[config.mk]
export PLATFORM = sky130hd
export DESIGN_NAME = divider_control_flat
export DESIGN_NICKNAME = d
export VERILOG_FILES = /design/src/rtl/div_pkg.sv /design/src/rtl/divider_control_if.sv /design/src/rtl/divider_control.sv /design/src/flat_wrapper.sv
export SDC_FILE = /design/constraint.sdc
export NUM_CORES = 1
export LEC_CHECK = 0
export BUFFER_PORTS_ARGS = -buffer_cell sky130_fd_sc_hd__clkbuf_2
export CAP_MARGIN = 10
export CORE_MARGIN = 2
export CORE_UTILIZATION = 30
export CTS_CLUSTER_DIAMETER = 100
export DETAILED_ROUTE_END_ITERATION = 16
export GPL_TIMING_DRIVEN = 0
export PLACE_DENSITY = 0.62
export REMOVE_ABC_BUFFERS = 1
export SLEW_MARGIN = 10
export SYNTH_ARGS = -nofsm -noshare
export SYNTH_HDL_FRONTEND = slang
export SYNTH_SLANG_ARGS = --single-unit
[constraint.sdc]
create_clock -name clk -period 2.1 [get_ports clk]
set_clock_uncertainty 0.1 [all_clocks]
set_input_delay 0.21 -clock clk [delete_from_list [all_inputs] [get_ports clk]]
set_output_delay 0.21 -clock clk [all_outputs]
set_load 0.03 [all_outputs]
[src/rtl/div_pkg.sv]
// rtl/div_pkg.sv - shared state/sel encodings and control decode for the restoring divider
// Shared by the divider controller, its datapath and the benches of both.
package div_pkg;

  localparam int DIV_NBITS = 8;
  localparam int DIV_DW    = 7;

  localparam logic [2:0] ST_IDLE  = 3'd0;
  localparam logic [2:0] ST_LOAD  = 3'd1;
  localparam logic [2:0] ST_SHIFT = 3'd2;
  localparam logic [2:0] ST_SUB   = 3'd3;
  localparam logic [2:0] ST_TEST  = 3'd4;
  localparam logic [2:0] ST_DONE  = 3'd5;

  localparam logic [1:0] SEL_SUB  = 2'b00;
  localparam logic [1:0] SEL_ADD  = 2'b01;
  localparam logic [1:0] SEL_SETQ = 2'b10;

  typedef struct packed {
    logic       load;
    logic       add;
    logic       shift;
    logic       inbit;
    logic [1:0] sel;
  } dp_ctrl_t;

  // TEST either restores the remainder or sets the new quotient bit, never both.
  function automatic dp_ctrl_t decode_ctrl(input logic [2:0] st, input logic sign);
    dp_ctrl_t c;
    c = '0;
    case (st)
      ST_LOAD:  c.load  = 1'b1;
      ST_SHIFT: c.shift = 1'b1;
      ST_SUB: begin
        c.add = 1'b1;
        c.sel = SEL_SUB;
      end
      ST_TEST: begin
        c.add = 1'b1;
        if (sign) begin
          c.sel = SEL_ADD;
        end else begin
          c.sel   = SEL_SETQ;
          c.inbit = 1'b1;
        end
      end
      default: c = '0;
    endcase
    return c;
  endfunction

endpackage

[src/rtl/divider_control_if.sv]
// rtl/divider_control_if.sv - control/status bus between divider controller and datapath
// The controller is the master; the datapath owns divisorin and the remainder sign.
interface divider_control_if;
  import div_pkg::*;

  logic [DIV_DW-1:0] divisorin;
  logic              sign;
  logic              load;
  logic              add;
  logic              shift;
  logic              inbit;
  logic [1:0]        sel;

  modport master (
    input  divisorin,
    input  sign,
    output load,
    output add,
    output shift,
    output inbit,
    output sel
  );

  modport slave (
    output divisorin,
    output sign,
    input  load,
    input  add,
    input  shift,
    input  inbit,
    input  sel
  );

endinterface

[src/rtl/divider_control.sv]
// rtl/divider_control.sv - FSM sequencing a restoring shift/subtract divider datapath
// One LOAD cycle, then SHIFT/SUB/TEST per quotient bit, then a one-cycle DONE.
module divider_control
  import div_pkg::*;
#(
  parameter int NBITS = DIV_NBITS
) (
  input  logic              clk,
  input  logic              reset,
  input  logic              start,
  divider_control_if.master dp,
  output logic              busy,
  output logic              done,
  output logic              div_zero
);

  localparam int CW = $clog2(NBITS + 1);

  logic [2:0]    state_q, state_d;
  logic [CW-1:0] cnt_q, cnt_d;
  logic          div_zero_q, div_zero_d;
  logic          last_iter;
  dp_ctrl_t      ctrl;

  assign last_iter = (cnt_q == CW'(NBITS - 1));

  always_comb begin
    state_d    = state_q;
    cnt_d      = cnt_q;
    div_zero_d = div_zero_q;
    case (state_q)
      ST_IDLE: begin
        if (start) begin
          // A zero divisor skips the datapath entirely and reports via div_zero.
          if (dp.divisorin == '0) begin
            state_d    = ST_DONE;
            div_zero_d = 1'b1;
          end else begin
            state_d    = ST_LOAD;
            div_zero_d = 1'b0;
          end
        end
      end
      ST_LOAD: begin
        cnt_d   = '0;
        state_d = ST_SHIFT;
      end
      ST_SHIFT: state_d = ST_SUB;
      ST_SUB:   state_d = ST_TEST;
      ST_TEST: begin
        cnt_d   = cnt_q + CW'(1);
        state_d = last_iter ? ST_DONE : ST_SHIFT;
      end
      ST_DONE: state_d = ST_IDLE;
      default: state_d = ST_IDLE;
    endcase
  end

  always_ff @(posedge clk) begin
    if (reset) begin
      state_q    <= ST_IDLE;
      cnt_q      <= '0;
      div_zero_q <= 1'b0;
    end else begin
      state_q    <= state_d;
      cnt_q      <= cnt_d;
      div_zero_q <= div_zero_d;
    end
  end

  assign ctrl = decode_ctrl(state_q, dp.sign);

  assign dp.load  = ctrl.load;
  assign dp.add   = ctrl.add;
  assign dp.shift = ctrl.shift;
  assign dp.inbit = ctrl.inbit;
  assign dp.sel   = ctrl.sel;

  assign busy     = (state_q == ST_LOAD) || (state_q == ST_SHIFT) ||
                    (state_q == ST_SUB)  || (state_q == ST_TEST);
  assign done     = (state_q == ST_DONE);
  assign div_zero = div_zero_q;

endmodule

[src/flat_wrapper.sv]
// flat-port wrapper written by rule: the top's interface ports become plain ports
module divider_control_flat import div_pkg::*;
#(
  parameter int NBITS = DIV_NBITS
)
  (clk, reset, start, busy, done, div_zero, dp_divisorin, dp_sign, dp_load, dp_add, dp_shift, dp_inbit, dp_sel);
  divider_control_if dp_i ();
  input  logic clk;
  input  logic reset;
  input  logic start;
  output logic busy;
  output logic done;
  output logic div_zero;
  input wire logic [$bits(dp_i.divisorin)-1:0] dp_divisorin;
  input wire logic [$bits(dp_i.sign)-1:0] dp_sign;
  output wire logic [$bits(dp_i.load)-1:0] dp_load;
  output wire logic [$bits(dp_i.add)-1:0] dp_add;
  output wire logic [$bits(dp_i.shift)-1:0] dp_shift;
  output wire logic [$bits(dp_i.inbit)-1:0] dp_inbit;
  output wire logic [$bits(dp_i.sel)-1:0] dp_sel;
  assign dp_i.divisorin = dp_divisorin;
  assign dp_i.sign = dp_sign;
  assign dp_load = dp_i.load;
  assign dp_add = dp_i.add;
  assign dp_shift = dp_i.shift;
  assign dp_inbit = dp_i.inbit;
  assign dp_sel = dp_i.sel;
  divider_control #(.NBITS(NBITS)) u_core (.clk(clk), .reset(reset), .start(start), .dp(dp_i), .busy(busy), .done(done), .div_zero(div_zero));
endmodule
==> impl_metrics.tcl, run 1 <==
set metrics [dict create \
    status "finished clean" \
    grt_pass1_wl_um 1820 \
    synth_most_common_cell "dfxtp_1" \
    synth_xor_area_frac 0 \
    grt_use_total 0.122 \
    coreArea_mm2 0.00171 \
    multi_input_area_um2 343 \
    post-place-ws_ns 0.289 \
    synth_compound_area_frac 0.210 \
    yosys-top-cells-area "dfxtp_1 (29%), a21oi_1 (4.6%), nand3b_1 (4.1%)" \
    die-area_mm2 0.00217 \
    ir_drop_mv 0.320 \
    cts_buffers 3 \
    clockBufferDepth 2 \
    fp.dieH_um 46.5 \
    synthArstFlopShare 0 \
    first_global_vias 419 \
    vias 533 \
    antenna_found_initial 0 \
    antenna_cells 0 \
    die_width_um 46.5 \
    setup_tns_ns 0 \
    detail_route.wl_per_cell_um 10.9 \
    fmax_mhz 528 \
    yosysUniqueCellTypes 35 \
    ys_ff_latch 8 \
    synth_edf_count 0 \
    max_slew_margin 0.618 \
    yosys_warnings 0 \
    synth_top_cell_area_share 0.295 \
    ant_nets 0 \
    grt_overflow 0 \
    drive_gt1_frac 0.313 \
    drt_drc_violations_left 0 \
    final_util 0.385 \
    syn_area_per_cell_um2 8.10 \
    fin_ws_ns 0.206 \
    min_period_over_period 0.902 \
    netlist_instances 67 \
    cp_max_fo 18 \
    drt_first_pass_iters 3 \
    netlist_area_um2 543 \
    pin_count 20 \
    maxCapViolations 0 \
    worstSetupPathType "flop to output pin" \
    rsz0062_at_grt "no" \
    drt-total-wl_um 1170 \
    synth_commonest_cells "dfxtp_1 (8), nor2_1 (6), a21oi_1 (5)" \
    end_kind "output pin" \
    portBuffers 19 \
    synthMuxAreaShare 0 \
    yosys_most_used_dff "dfxtp_1" \
    htreeDepth 1 \
    hold_violations 0 \
    clockRootBuffer "clkbuf_4" \
    routed_via_density 4.94 \
    powerDensity_mw_per_mm2 604 \
    start_kind "flop" \
    yosysTopAreaCell "dfxtp_1" \
    nets 97 \
    initial_utilization 0.318 \
    synth_adder_area_share 0.0230 \
    drt_iter0_drc 12 \
    period_minus_slack_ns 1.89 \
    ys_seq_area_frac 0.295 \
    place.gp.congestion 0.678 \
    cts_sinks 8 \
    place_area_um2 633 \
    synth_top_family_by_area "simple AND/OR/NAND/NOR gates" \
    crit_arrival_ns 1.58 \
    clk_pin_slew_ns 0.06 \
    clock_latency_ns 0.26 \
    filler_cell_count 179 \
    yosys.area_share.simple 0.399 \
    seq_area_um2 161 \
    critPathRequiredTime_ns 1.79 \
    cts_tree "done" \
    hpwl_um 864 \
    post-route-cell-area_um2 657 \
    worst_pin_slew_ns 0.572 \
    p_leak_nw 0.282 \
    row_count 15 \
    finalMaxSlewViolations 0 \
    holdCritPathClass "input port to flop" \
    area_growth_pct 21.0 \
    setup_viol 0 \
    grt_max_degree 19 \
]
-- per-layer routing --
| metal | up-vias | global-route usage | part of all wire |
|---|---|---|---|
| met1 | 242 | 0.167 | 0.48 |
| li1 | 280 | - | - |
| met2 | 9 | 0.167 | 0.46 |
| met5 | - | 0 | 0 |
| met4 | 0 | 0.0686 | 0.013 |
| met3 | 2 | 0.0392 | 0.045 |
-- cells by family (layout without fill, tap and decap cells) --
group / Yosys count / count (layout)
adder cells (fa/ha/maj): 1 / 1
flip-flops: 8 / 8
AO/OA/AOI/OAI: 17 / 17
AND/OR/NAND/NOR: 34 / 34
buffers and inverters: 7 / 23
-- final cells by class --
cell class	count	share of cell area
multi-input combinational	52	0.522
sequential	8	0.246
timing repair buffer	19	0.145
tap	25	0.0476
clock buffer	3	0.0343
inverter	1	0.00571
-- path summary, 6_finish.rpt --
check | to | start | cells past startpoint | slack [ns]
hold / removal | u_core.div_zero$_SDFFE_PP0P_ | start | 3 | 0.11
hold reg to reg | u_core.div_zero$_SDFFE_PP0P_ | u_core.div_zero$_SDFFE_PP0P_ | 2 | 0.37
setup reg to reg | u_core.cnt_q[3]$_SDFFE_PP0P_ | u_core.state_q[1]$_SDFFE_PP0P_ | 3 | 0.47
setup / recovery | dp_sel[0] | u_core.state_q[2]$_SDFFE_PP0P_ | 3 | 0.21
-- power breakdown --
part	total [mW]	internal, mW	leakage, nW	switching (mW)
clock network	0.123	0.0657	0.0138	0.0571
logic	0.0899	0.0389	0.203	0.0510
registers	0.184	0.158	0.0654	0.0260
total	0.397	0.263	0.282	0.134
-- flip-flops by register name (all words and copies together) (netlist names) --
name             count
u_core.cnt_q         4
u_core.div_zero      1
u_core.state_q       3
-- cell usage in the layout (no fill, tap or decap), drive strengths merged, types with 2 or more instances in the layout --
master | Yosys | routed
and3 | 2 | 2
a21o | 2 | 2
nand3b | 3 | 3
dfxtp | 8 | 8
nor3b | 4 | 4
clkbuf | 2 | 22
o21ai | 2 | 2
nor3 | 3 | 3
a21oi | 5 | 5
and2 | 2 | 2
o21a | 2 | 2
nor2 | 6 | 6
nand2 | 4 | 4
nor4 | 2 | 2
-- what timing repair did --
action	4_1_cts	5_1_grt
endpoints found under the hold margin	0	0
hold buffers	0	0
gates resized for setup	0	1
endpoints found under the setup margin	0	1
setup buffers	0	0
-- critical path, stage by stage (launching register included) --
cell      delay (ns)
dfxtp_2         0.52
nor3b_1         0.42
and2_1          0.18
clkbuf_2        0.20
-- through the flow --
step                      power [mW]  std cells  hold WS [ns]
after floorplan                0.244         61         0.179
after global placement         0.277        105         0.356
after detailed placement       0.278        105         0.362
after CTS                      0.398        108         0.111
after global routing           0.419        108         0.131
final                          0.397        108         0.108
Power figures use the tool's default switching activity.
==> run 2: changes to the inputs <==
REMOVE_ABC_BUFFERS = unset   (was 1)
==> run 2 against run 1 <==
  * Maximum frequency decreased by 0.36%
  * Sequential power down 10%
  * Non-clock buffer count grew 6
  * Clock power about the same
  * Clock-buffer cell count is the same
  * Largest power group unchanged
  * Routed wire length increased by 7.1%
==> impl_metrics.tcl, run 2 (synthesis results as in run 1) <==
set metrics [dict create \
    drt_first_pass_iters 4 \
    reg2reg_depth 4 \
    critPathRequiredTime_ns 1.79 \
    drt-total-wl_um 1260 \
    htreeDepth 1 \
    coreArea_mm2 0.00171 \
    p_leak_nw 0.306 \
    hold_violations 0 \
    cp_max_fo 10 \
    pin_count 20 \
    whs_path_depth 3 \
    powerDensity_mw_per_mm2 588 \
    drive_gt1_frac 0.326 \
    r2r_end "u_core.state_q[2]$_SDFFE_PP0P_" \
    die_width_um 46.5 \
    clockBufferDepth 2 \
    grt_max_degree 11 \
    vias 562 \
    crit_arrival_ns 1.59 \
    grt_use_total 0.135 \
    cts_resized 0 \
    place_area_um2 669 \
    period_minus_slack_ns 1.90 \
    grt_overflow 0 \
    min_from "start" \
    min_to "u_core.div_zero$_SDFFE_PP0P_" \
    place_inst 111 \
    clockRootBuffer "clkbuf_4" \
    worst_pin_slew_ns 0.412 \
    holdWs_ns 0.109 \
    rsz0062_at_grt "no" \
    portBuffers 19 \
    maxCapViolations 0 \
    r2r_start "u_core.state_q[2]$_SDFFE_PP0P_" \
    final_cell_mix "clkbuf_2 (19), dfxtp_1 (8), nor2_1 (6), a21oi_1 (5), nand2_1 (4)" \
    syn_nets 79 \
    worstSetupPathType "flop to output pin" \
    drt_iter0_drc 10 \
    hold_buffers 0 \
    start_kind "flop" \
    drt_drc_violations_left 0 \
    postCtsSetupBuffers 0 \
    area_growth_pct 27.4 \
    status "finished clean" \
    cts_sinks 8 \
    fmax_mhz 526 \
    ir_drop_mv 0.281 \
    hpwl_um 929 \
    cts_tree "done" \
    setup_viol 0 \
    setup_tns_ns 0 \
    fp.dieH_um 46.5 \
    row_count 15 \
    routed_via_density 4.93 \
    grt_pass1_wl_um 2060 \
    max_slew_margin 0.723 \
    layout_commonest_cell "clkbuf_2" \
    largest_reg_flops 4 \
    antenna_cells 0 \
    detail_route.wl_per_cell_um 11.0 \
    first_global_vias 501 \
    finalMaxSlewViolations 0 \
    initial_utilization 0.318 \
    filler_cell_count 185 \
    nets 103 \
    ant_nets 0 \
    min_period_over_period 0.905 \
    reg2reg_slack_ns 0.65 \
    top_register "u_core.cnt_q" \
    post-route-cell-area_um2 692 \
    clk_pin_slew_ns 0.06 \
    cts_buffers 3 \
    clock_latency_ns 0.25 \
    final_cells 114 \
    end_kind "output pin" \
    place.gp.congestion 0.788 \
    antenna_found_initial 0 \
    die-area_mm2 0.00217 \
    holdCritPathClass "input port to flop" \
]
## run 2: changes by cell type in the layout (fill, tap and decap cells not counted), sizes merged
cell	previous run	this run
buf	0	4
clkbuf	22	24
## run 2: cell type report
class	instances	area [um2]	area share
multi-input cells	52	343	0.495
well taps	25	31.3	0.0452
clock buffers	3	22.5	0.0325
flip-flops and latches	8	160	0.231
inverters	1	3.75	0.00542
repair buffers	19	95.1	0.137
plain buffers	6	36.3	0.0524
## run 2: stage by stage
stage	util	total power, mW	setup WS, ns
floorplan	-	0.253	0.326
global placement	0.392	0.287	0.466
detailed placement	0.392	0.288	0.481
CTS	0.405	0.410	0.193
global route	0.405	0.430	0.0577
finish	0.405	0.407	0.199
## run 2: worst max-delay path, stage by stage, from the launching register on
cell,delay [ns]
dfxtp_1,0.47
clkbuf_1,0.35
nor2_1,0.07
nand2_1,0.10
nor2_1,0.05
buf_4,0.12
clkbuf_2,0.17
## run 2: worst max-delay path by stage
stage	startpoint	to	slack (ns)	depth (start not counted)
final	u_core.state_q[1]$_SDFFE_PP0P_	dp_sel[1]	0.20	6
after global routing	u_core.state_q[1]$_SDFFE_PP0P_	dp_sel[1]	0.06	6
after CTS	u_core.state_q[1]$_SDFFE_PP0P_	dp_sel[1]	0.19	6
after detailed placement	u_core.state_q[1]$_SDFFE_PP0P_	dp_sel[1]	0.48	6
after global placement	u_core.state_q[2]$_SDFFE_PP0P_	dp_sel[0]	0.47	4
after floorplan	u_core.state_q[0]$_SDFFE_PP0P_	dp_sel[1]	0.33	6
## run 2: metal layers
metal / vias up / share of wire / global-route usage / routed length [um]
met2: 19 / 0.50 / 0.233 / 628
met1: 252 / 0.42 / 0.157 / 527
met3: 4 / 0.065 / 0.0235 / 82
met5: - / 0 / 0 / 0
met4: 0 / 0.014 / 0.0686 / 18
li1: 287 / - / - / -
## run 2: report_power, final
| group | leakage [nW] | total (mW) | switching (mW) | internal [mW] |
|---|---|---|---|---|
| combinational | 0.228 | 0.119 | 0.0728 | 0.0464 |
| sequential | 0.0649 | 0.165 | 0.00726 | 0.158 |
| clock | 0.0138 | 0.122 | 0.0566 | 0.0657 |
==> run 3: changes to the inputs <==
PLACE_DENSITY = 0.64   (was 0.62)
TNS_END_PERCENT = 1   (was unset)
clock period = 1.7 ns   (was 2.1 ns; I/O delays follow)
==> run 3 against run 2 <==
  * Setup slack got worse by 0.17 ns
  * Design area is 4.2% higher
  * Global-route usage is 0.65 points lower
  * Critical path depth down 2
  * Sequential share of layout area decreased by 0.75 points
  * Clock power rose by 20%
  * Power is 25% higher
  * Non-clock buffer count unchanged
  * Die area is the same
  * Routed wire length is 1.8% lower
  * Register-to-register slack got worse by 0.33 ns
  * Critical path type unchanged
  * Critical endpoint is now busy
  * Largest cell class unchanged
  * Largest power group unchanged
==> impl_metrics.tcl, run 3 (synthesis results as in run 1) <==
set metrics [dict create \
    status "finished clean" \
    start_kind "flop" \
    ir_drop_mv 0.293 \
    coreArea_mm2 0.00171 \
    crit_arrival_ns 1.40 \
    die-area_mm2 0.00217 \
    drive_gt1_frac 0.393 \
    path_depth 4 \
    drt_iter0_drc 11 \
    area_growth_pct 32.7 \
    path_cells "clkbuf_4 -> nor3_1 -> nor2_1 -> clkbuf_2" \
    pin_count 20 \
    detail_route.wl_per_cell_um 10.8 \
    clockRootBuffer "clkbuf_4" \
    ant_nets 0 \
    fmax_mhz 598 \
    vias 560 \
    clock_latency_ns 0.26 \
    row_count 15 \
    r2r_end "u_core.cnt_q[3]$_SDFFE_PP0P_" \
    reg2reg_depth 4 \
    postCtsSetupBuffers 0 \
    place.gp.congestion 0.741 \
    min_period_over_period 0.984 \
    cts_buffers 3 \
    grt_max_degree 11 \
    r2r_start "u_core.state_q[0]$_SDFFE_PP0P_" \
    place_area_um2 674 \
    powerDensity_mw_per_mm2 704 \
    htreeDepth 1 \
    setup_viol 0 \
    holdWs_ns 0.0671 \
    antenna_cells 0 \
    grt_pass1_wl_um 1900 \
    cp_slowest_stage_delay_ns 0.40 \
    final_cell_mix "clkbuf_2 (18), dfxtp_1 (7), buf_4 (5), nor2_1 (5), a21oi_1 (5)" \
    critPathRequiredTime_ns 1.43 \
    finalMaxSlewViolations 0 \
    clk_pin_slew_ns 0.06 \
    grt_use_total 0.128 \
    initial_utilization 0.318 \
    syn_nets 79 \
    worst_pin_slew_ns 0.438 \
    cts_tree "done" \
    cp_max_fo 9 \
    largest_reg_flops 4 \
    startpoint "u_core.state_q[2]$_SDFFE_PP0P_" \
    drt-total-wl_um 1230 \
    reg2reg_slack_ns 0.32 \
    clockBufferDepth 2 \
    drt_first_pass_iters 4 \
    first_global_vias 430 \
    post-route-cell-area_um2 721 \
    antenna_found_initial 0 \
    rsz0062_at_grt "yes" \
    maxCapViolations 0 \
    worstSetupPathType "flop to output pin" \
    drt_drc_violations_left 0 \
    top_register "u_core.cnt_q" \
    portBuffers 19 \
    endpoint "busy" \
    cts_sinks 8 \
    cp_slowest_cell "nor3_1" \
    die_width_um 46.5 \
    cpLargestDelayFamily "simple AND/OR/NAND/NOR gates" \
    worst-path-buf-inv 2 \
    grt_overflow 0 \
    end_kind "output pin" \
    fp.dieH_um 46.5 \
    hold_violations 0 \
    holdCritPathClass "input port to flop" \
    period_minus_slack_ns 1.67 \
    routed_via_density 4.91 \
    p_leak_nw 0.321 \
    nets 103 \
    hpwl_um 915 \
    final_util 0.422 \
    layout_commonest_cell "clkbuf_2" \
    max_slew_margin 0.705 \
]
## run 3: cell types whose count changed in the layout (fill, tap and decap cells not counted), moves of 2 or more
cell,before,now
buf_4,1,5
buf_2,2,0
nor3b_2,0,2
clkbuf_1,2,0
nor3b_1,3,1
## run 3: repair_timing
item,CTS,global route
hold buffers,0,0
pin swaps,0,0
resized for setup,7,6
endpoints found under the setup margin,5,5
## run 3: cell type report
type | instances | area, um2
Buffer | 6 | 46.3
Tap cell | 25 | 31.3
Clock buffer | 3 | 22.5
Fill cell | 178 | 987
Inverter | 1 | 3.75
Multi-Input combinational cell | 52 | 355
Timing Repair Buffer | 19 | 100
Sequential cell | 8 | 161
## run 3: worst register-to-register path, delay by kind of cell, from the launching register on
kind	cells	cell delay, ns
buffers and inverters	1	0.13
AND/OR/NAND/NOR	3	0.77
flip-flops	1	0.30
## run 3: power by group
part	internal, mW	total, mW	switching (mW)
Combinational	0.0637	0.155	0.0910
Clock	0.0809	0.147	0.0659
Sequential	0.196	0.206	0.00978
## run 3: layer usage
metal | part of all wire | up-vias | global-route usage
li1 | - | 288 | -
met1 | 0.47 | 260 | 0.168
met2 | 0.49 | 10 | 0.181
met3 | 0.041 | 2 | 0.0471
met4 | 0.0049 | 0 | 0.0686
met5 | 0 | - | 0
## run 3: how the worst min path moves through the flow
| stage | cells past startpoint | end | start |
|---|---|---|---|
| floorplan | 1 | u_core.cnt_q[0]$_SDFFE_PP0P_ | reset |
| global placement | 3 | u_core.div_zero$_SDFFE_PP0P_ | start |
| detailed placement | 3 | u_core.div_zero$_SDFFE_PP0P_ | start |
| CTS | 3 | u_core.div_zero$_SDFFE_PP0P_ | start |
| global route | 3 | u_core.div_zero$_SDFFE_PP0P_ | start |
| finish | 3 | u_core.div_zero$_SDFFE_PP0P_ | start |
## run 3: through the flow
stage                     instances  setup WS (ns)  total power [mW]   TNS, ns
after global routing            114        -0.0865             0.539    -0.273
after global placement          111          0.123             0.355         0
after detailed placement        111          0.108             0.356         0
after CTS                       114       -0.00357             0.510  -0.00357
after floorplan                  67        -0.0455             0.314   -0.0455
final                           114         0.0273             0.507         0
